## config.mk

```make
export PLATFORM = sky130hd
export DESIGN_NAME = nco_sweep_ctrl
export DESIGN_NICKNAME = d
export VERILOG_FILES = /design/src/rtl/nco_sweep_ctrl.sv
export SDC_FILE = /design/constraint.sdc
export NUM_CORES = 1
export LEC_CHECK = 0
export ABC_CLOCK_PERIOD_IN_PS = 6900
export BUFFER_PORTS_ARGS = -buffer_cell sky130_fd_sc_hd__buf_4
export CAP_MARGIN = 0
export CORE_MARGIN = 3
export CORE_UTILIZATION = 30
export DETAILED_ROUTE_END_ITERATION = 10
export PLACE_DENSITY = 0.53
export SLEW_MARGIN = 0
export SYNTH_ARGS = -nofsm -noshare
export SYNTH_HDL_FRONTEND = slang
export SYNTH_SLANG_ARGS = --single-unit
```

## constraint.sdc

```tcl
create_clock -name aclk -period 6.9 [get_ports aclk]
set_input_delay 0 -clock aclk [delete_from_list [all_inputs] [get_ports aclk]]
set_output_delay 0 -clock aclk [all_outputs]
set_load 0.01 [all_outputs]
```

## src/rtl/nco_sweep_ctrl.sv

```systemverilog
// Frequency-sweep sequencer for the NCO tuning port: walks start + k*delta over
// n_points values, holding each for max(dwell,1) cycles, optionally looping.
module nco_sweep_ctrl #(
    parameter int ACC_WIDTH   = 32,
    parameter int COUNT_WIDTH = 16,
    parameter int DWELL_WIDTH = 24
) (
    input  logic                   aclk,
    input  logic                   rst,
    input  logic                   cfg_valid,
    output logic                   cfg_ready,
    input  logic [ACC_WIDTH-1:0]   cfg_start_step,
    input  logic [ACC_WIDTH-1:0]   cfg_delta_step,
    input  logic [COUNT_WIDTH-1:0] cfg_n_points,
    input  logic [DWELL_WIDTH-1:0] cfg_dwell,
    input  logic                   cfg_loop,
    input  logic                   start,
    input  logic                   abort,
    output logic [ACC_WIDTH-1:0]   nco_step,
    output logic                   nco_step_enable,
    output logic [COUNT_WIDTH-1:0] point_idx,
    output logic                   busy,
    output logic                   done
);

    localparam logic [1:0] S_IDLE   = 2'd0;
    localparam logic [1:0] S_DWELL  = 2'd1;
    localparam logic [1:0] S_FINISH = 2'd2;

    localparam logic [COUNT_WIDTH-1:0] IDX_ONE   = 1;
    localparam logic [DWELL_WIDTH-1:0] DWELL_ONE = 1;

    logic [1:0]             r_state;
    logic [ACC_WIDTH-1:0]   r_start_step;
    logic [ACC_WIDTH-1:0]   r_delta_step;
    logic [COUNT_WIDTH-1:0] r_n_points;
    logic [DWELL_WIDTH-1:0] r_dwell;
    logic                   r_loop;
    logic [ACC_WIDTH-1:0]   r_nco_step;
    logic                   r_step_en;
    logic [COUNT_WIDTH-1:0] r_point_idx;
    logic [DWELL_WIDTH-1:0] r_dwell_cnt;

    logic                   w_capture;
    logic [ACC_WIDTH-1:0]   w_eff_start;
    logic [COUNT_WIDTH-1:0] w_eff_n_points;
    logic [DWELL_WIDTH-1:0] w_eff_dwell;
    logic [DWELL_WIDTH-1:0] w_reload;
    logic                   w_last_point;

    // A config word arriving together with start must take effect for that sweep,
    // so the launch path looks through the shadow registers at the live inputs.
    assign w_capture      = cfg_valid && (r_state == S_IDLE);
    assign w_eff_start    = w_capture ? cfg_start_step : r_start_step;
    assign w_eff_n_points = w_capture ? cfg_n_points   : r_n_points;
    assign w_eff_dwell    = w_capture ? cfg_dwell      : r_dwell;
    assign w_reload       = (w_eff_dwell == '0) ? '0 : (w_eff_dwell - DWELL_ONE);
    assign w_last_point   = (r_point_idx == (r_n_points - IDX_ONE));

    always_ff @(posedge aclk or posedge rst) begin
        if (rst) begin
            r_state      <= S_IDLE;
            r_start_step <= '0;
            r_delta_step <= '0;
            r_n_points   <= '0;
            r_dwell      <= '0;
            r_loop       <= 1'b0;
            r_nco_step   <= '0;
            r_step_en    <= 1'b0;
            r_point_idx  <= '0;
            r_dwell_cnt  <= '0;
        end else begin
            r_step_en <= 1'b0;
            if (w_capture) begin
                r_start_step <= cfg_start_step;
                r_delta_step <= cfg_delta_step;
                r_n_points   <= cfg_n_points;
                r_dwell      <= cfg_dwell;
                r_loop       <= cfg_loop;
            end
            case (r_state)
                S_IDLE: begin
                    if (start && !abort) begin
                        if (w_eff_n_points != '0) begin
                            r_state     <= S_DWELL;
                            r_nco_step  <= w_eff_start;
                            r_step_en   <= 1'b1;
                            r_point_idx <= '0;
                            r_dwell_cnt <= w_reload;
                        end else begin
                            r_state <= S_FINISH;
                        end
                    end
                end
                S_DWELL: begin
                    if (abort) begin
                        r_state <= S_IDLE;
                    end else if (r_dwell_cnt != '0) begin
                        r_dwell_cnt <= r_dwell_cnt - DWELL_ONE;
                    end else if (!w_last_point) begin
                        r_nco_step  <= r_nco_step + r_delta_step;
                        r_point_idx <= r_point_idx + IDX_ONE;
                        r_step_en   <= 1'b1;
                        r_dwell_cnt <= w_reload;
                    end else if (r_loop) begin
                        r_nco_step  <= r_start_step;
                        r_point_idx <= '0;
                        r_step_en   <= 1'b1;
                        r_dwell_cnt <= w_reload;
                    end else begin
                        r_state <= S_FINISH;
                    end
                end
                S_FINISH: begin
                    r_state <= S_IDLE;
                end
                default: begin
                    r_state <= S_IDLE;
                end
            endcase
        end
    end

    assign nco_step        = r_nco_step;
    assign nco_step_enable = r_step_en;
    assign point_idx       = r_point_idx;
    assign busy            = (r_state == S_DWELL);
    assign done            = (r_state == S_FINISH);
    assign cfg_ready       = (r_state == S_IDLE);

endmodule

```

Word level (Yosys, flattened, before mapping)
Index checks and enable logic that the tools add are counted.

Bits of input ports: 110. Flip-flop bits (word level): 180. Output and inout bits: 52.

Multiplexer cells: 39. Reductions and logical operators: 11. Add/subtract/negate cells: 5. Equal/unequal tests: 12.

Operators by type and width (count): two-way mux 32 bit (7); two-way mux 24 bit (8); two-way mux 16 bit (7); case mux 32 bit (2 select lines) (1); case mux 24 bit (2 select lines) (1); subtractor 24 x 1 -> 24 bit, second input constant (2); adder 32 bit (1); case mux 16 bit (2 select lines) (1); logical NOT 24 bit (1); nonzero test 24 bit (1); adder 16 x 1 -> 16 bit, second input constant (1); == test 16 bit (1); nonzero test 16 bit (1); subtractor 16 x 1 -> 16 bit, second input constant (1); two-way mux 2 bit (6); inequality test 3 bit, second input constant (3); two-way mux 1 bit (6); AND reduction 6 bit (1); AND reduction 5 bit (1); inequality test 2 x 1 -> 1 bit, second input constant (2); inequality test 2 bit, second input constant (2); inequality test 4 x 3 -> 1 bit, second input constant (1); case mux 2 bit (2 select lines) (1); AND reduction 4 bit (1); other kinds (8) (9).

Longest topological paths before layout
Word-level depth: 10. Gate-level depth with buffers: 18.

Worst setup path after synthesis
Ideal clock, no wire load.

Path type: reg-to-reg. Start point: register r_state[1]. End point: register r_dwell_cnt[5]. Required time: 6.777 ns. Stages on the path, launching flop included: 19. Path buffers: 8. Data arrival time: 4.421 ns. Slack: 2.355 ns. Setup time: 0.123 ns. Period minus slack after synthesis: 4.545 ns. Cells stage by stage: dfrtp_1 > nor3b_2 > buf_4 > buf_4 > buf_2 > buf_2 > buf_2 > buf_1 > buf_2 > mux2i_1 > ha_1 > inv_1 > or4_4 > nor4_4 > and2b_2 > nor2_1 > buf_2 > a22oi_1 > o21ai_1.

Cells in the longest elaborated chain, start to end: 10. Elaborated cells on any way between the ends: 22.

RTL lines: from (decl) (RTL line 33) `logic [1:0] r_state;`; from (signal assigned) (RTL line 62) `r_state <= S_IDLE;`; from (signal assigned) (RTL line 85) `r_state <= S_DWELL;`; from (signal assigned) (RTL line 91) `r_state <= S_FINISH;`; logical NOT 2 bit (RTL line 53, 81); logical AND 1 bit (RTL line 53) `assign w_capture = cfg_valid && (r_state == S_IDLE);`; two-way mux 24 bit; subtractor 24 x 1 -> 24 bit / logical NOT 24 bit (equally long branches) (RTL line 57) `assign w_reload = (w_eff_dwell == '0) ? '0 : (w_eff_dwell - DWELL_ONE);`; two-way mux 24 bit (RTL line 57); two-way mux 24 bit (RTL line 105) `end else if (r_loop) begin`; two-way mux 24 bit (RTL line 100) `end else if (!w_last_point) begin`; two-way mux 24 bit (RTL line 98) `end else if (r_dwell_cnt != '0) begin`; two-way mux 24 bit (RTL line 96) `if (abort) begin`; case mux 24 bit (2 select lines) (RTL line 81) `case (r_state)`; to (signal assigned) (RTL line 89) `r_dwell_cnt <= w_reload;`; to (signal assigned) (RTL line 99) `r_dwell_cnt <= r_dwell_cnt - DWELL_ONE;`; to (signal assigned) (RTL line 104) `r_dwell_cnt <= w_reload;`; to (decl) (RTL line 42) `logic [DWELL_WIDTH-1:0] r_dwell_cnt;`.

Parallel ways exist; a longest one is shown, timed or not. The select of a mux whose other input is x is not followed. A chain may end at the register's enable or synchronous reset.

Worst setup path in the final report
Start point: register r_state[1]. End point: register r_dwell_cnt[0].

Same word-level chain as after synthesis.

==> summary.md <==
| Metric | Value |
|---|---|
| Status | `finished, final reports clean` |
| Routed WL | `32.3 mm` |
| Maximum fanout along the worst path | `44` |
| Io pins | `162` |
| Cell Area, Synth | `0.0109 mm2` |
| Global-route usage over all layers | `16.9%` |
| Sequential area share after synthesis | `41.2%` |
| Clock root cell | `clkbuf_16` |
| Full die area | `0.0387 mm2` |
| Share of cells above drive strength 1 | `21.9%` |
| First-pass GRT wire length | `52.7 mm` |
| Yosys cell types | `76` |
| Synth warn | `0` |
| Cell family with most CP delay | `simple AND/OR/NAND/NOR gates` |
| Mapped Cells | `1,169` |
| Most used DFF post-synth | `dfrtp_1` |
| Pre-antenna DRT Iters | `5` |
| Arrival @ worst endpoint | `4.94 ns` |
| Slowest stage delay, CP | `0.91 ns` |
| Maxcap violations | `0` |
| Resize count post-CTS | `0` |
| Final period utilization | `67.4%` |
| Worst skew pair latency | `0.45 ns` |
| Initial antenna violation count | `0` |
| Clock sinks | `180` |
| Pins Over Slew Limit | `0` |
| Largest net degree at the start of global routing | `74` |
| Hold Crit Class | `primary input to flip-flop` |
| Mapped Nets | `1,316` |
| Final-report hold violation count | `0` |
| Post-synth EDFFs | `0` |
| Antenna cells | `0` |
| Required time worst endpoint | `7.19 ns` |
| Starting Density | `30.6%` |
| Average footprint of a synthesized cell | `9.34 um2` |
| GP Congestion | `0.844` |
| ANT nets after route | `0` |
| Area of the multi-input gates | `0.00601 mm2` |
| Relative slew slack | `27.5%` |
| Power Density | `281 mW/mm2` |
| DIE HEIGHT | `197 um` |
| Gr ovfl total | `0` |
| Type of origin of the critical path | `flip-flop` |
| DIE WIDTH | `197 um` |
| Reg clk slew, reported paths | `0.07 ns` |
| Worst path slowest cell | `nor3b_4` |
| HPWL after DPL | `22.8 mm` |
| Number of filler cells placed in the layout | `3,588` |
| CTS tree | `built` |
| Clock tree buffer depth | `2` |
| Peak supply drop | `0.184 mV` |
| Initial DRC count | `566` |
| Num CTS Buffers | `17` |
| Post-DR wirelength/cell | `17.2 um` |
| Worst Max-Slew Pin Slew | `1.08 ns` |
| Vias in the first global route | `9,612` |
| Remaining routing DRC violations | `0` |
| Post-synthesis register bit count | `180` |
| Post-DP Area | `0.0126 mm2` |
| Design Area, Final | `0.0143 mm2` |
| Seq. cell area | `0.00450 mm2` |
| Nets | `1,558` |
| Fraction of registers with async set or reset after synthesis | `100%` |
| Post-route minimum period | `4.65 ns` |
| LEAKAGE | `6.14 nW` |
| Fin Setup TNS | `0 ns` |
| Crit. End Element | `flip-flop` |
| Buffers on Ports | `161` |
| Num rows | `69` |
| Synth-to-layout area growth | `30.7%` |
| Final Skew | `0.0120 ns` |
| Max Fclk | `0.215 GHz` |
| Final setup viols | `0` |
| # H-tree levels | `4` |
| Worst-path cell chain | `nor3b_4 -> buf_4 -> mux2i_1 -> ha_1 -> inv_1 -> or4_4 -> nor4_4 -> and2b_2 -> nor2_1 -> a221oi_1 -> a21oi_1` |
| Setup Crit Path Kind | `flip-flop to flip-flop` |
| Core Footprint | `0.0357 mm2` |
| CP bufs+invs | `2` |
| Via count | `9,491` |
| Final Hold Slack | `0.165 ns` |
| Unrepaired setup endpoints after global routing | `false` |
| Via/cell ratio | `5.04` |
-- worst min-delay path, delay by kind of cell --
kind	cells	cell delay, ns
and+or+nand+nor	1	0.24
buffers and inverters	1	0.12
AOI/OAI and AO/OA	1	0.19
-- cells in the mapped netlist (3+ instances only) --
cell type	count	share of area, %
mux2_2	87	9.0
nand3b_1	3	0.21
o211ai_1	11	0.76
a2bb2oi_1	4	0.32
o21a_1	5	0.34
o21bai_1	5	0.34
a21o_1	19	1.3
dfrtp_1	180	41
buf_4	5	0.34
xor2_1	23	1.8
inv_2	3	0.10
o211a_1	3	0.27
xnor2_1	43	3.4
a21oi_1	77	3.5
a31oi_1	12	0.69
inv_1	42	1.4
o21ai_1	37	1.7
and3_1	10	0.57
nand2b_1	8	0.46
buf_2	14	0.64
clkbuf_1	35	1.2
or2_2	4	0.23
nor4b_1	4	0.32
a211oi_1	16	1.1
nand4_1	9	0.52
ha_1	36	4.1
mux2i_1	23	2.1
nor4_1	10	0.57
nor3_1	37	1.7
nor2_1	103	3.5
a22oi_1	7	0.48
o21ai_0	96	4.4
nor3b_1	3	0.21
a2111oi_0	3	0.24
o31ai_1	9	0.62
nor2b_1	8	0.46
nand2_1	88	3.0
or3_1	8	0.46
a32oi_1	3	0.24
o31a_1	3	0.24
nand3_1	23	1.1
-- through the flow --
step | worst slack (ns) | utilization (%) | cells | power [mW]
after global routing | 1.86 | 39.9 | 1884 | 4.32
after floorplan | 2.01 | - | 1169 | 2.43
after detailed placement | 2.21 | 35.1 | 1745 | 2.89
final | 2.25 | 39.9 | 1884 | 4.01
after CTS | 2.19 | 39.9 | 1884 | 4.05
after global placement | 2.39 | 35.1 | 1745 | 2.87
-- layout by cell type, fill, tap and decap left out, drive strengths merged, types with 6 or more instances in the layout --
cell type,instances
nor4,13
xnor2,43
or3,8
dlygate4sd3,108
nor2,103
xor2,23
a22oi,7
nand3,23
ha,36
a21o,19
nor3,37
nand4,9
a21oi,77
buf,172
and3,10
dfrtp,180
nor2b,8
inv,45
a31oi,12
nand2,89
a211oi,16
clkbuf,20
nand2b,8
mux2i,23
o31ai,9
o211ai,11
nor4b,6
o21ai,134
mux2,87
-- routing by layer --
layer / part of all wire (%) / up-vias / global-route usage, %
li1: - / 4729 / -
met1: 48 / 4533 / 23.4
met2: 46 / 197 / 27.3
met3: 3.8 / 32 / 3.04
met4: 1.9 / 0 / 5.12
met5: 0 / - / 0
-- sequential cells by signal, indices dropped and copies added, names as in the netlist --
register         count
r_start_step        32
r_dwell             24
nco_step            32
r_n_points          16
r_loop               1
r_delta_step        32
r_dwell_cnt         24
nco_step_enable      1
point_idx           16
r_state              2
-- what timing repair did --
item / 4_1_cts / 5_1_grt
hold buffers: 108 / 0
endpoints found under the hold margin: 172 / 0
setup buffers: 0 / 0
setup endpoints to repair: 0 / 0
-- worst paths after layout --
| path | from | end | slack (ns) | cells after the start |
|---|---|---|---|---|
| worst max-delay path | r_state[1] | r_dwell_cnt[0] | 2.25 | 11 |
| worst min-delay path | cfg_valid | r_n_points[9] | 0.16 | 3 |
| worst max register to register | r_state[1] | r_dwell_cnt[0] | 2.25 | 11 |
| worst min register to register | r_dwell_cnt[8] | r_dwell_cnt[8] | 0.51 | 2 |
| max in group asynchronous | rst | r_delta_step[24] | 5.32 | 4 |
| min in group asynchronous | rst | r_delta_step[6] | 0.18 | 3 |
-- cell families (layout without fill, tap and decap cells) --
group                      Yosys count  count (layout)  synth area share, %
xor gates and xnor gates            66              66                 5.29
buffers and inverters              102             356                 3.91
AOI/OAI and AO/OA                  338             338                 19.0
muxes                              110             110                 11.1
adders and majority gates           37              37                 4.31
DFF                                180             180                 41.2
and+or+nand+nor                    336             336                 15.2
-- final cells by class --
cell class / count / area share, %
Sequential cell: 180 / 31.6
Clock inverter: 11 / 1.41
Inverter: 45 / 1.22
Tap cell: 461 / 4.04
Timing Repair Buffer: 280 / 16.6
Multi-Input combinational cell: 887 / 42.1
Clock buffer: 20 / 3.06
-- power breakdown --
group	internal [mW]	leakage [nW]	switching [mW]	total (mW)
clock	0.645	0.305	0.446	1.09
sequential	1.24	2.17	0.173	1.41
combinational	0.699	3.66	0.805	1.50
No activity file was read; power rests on OpenSTA's default activity.
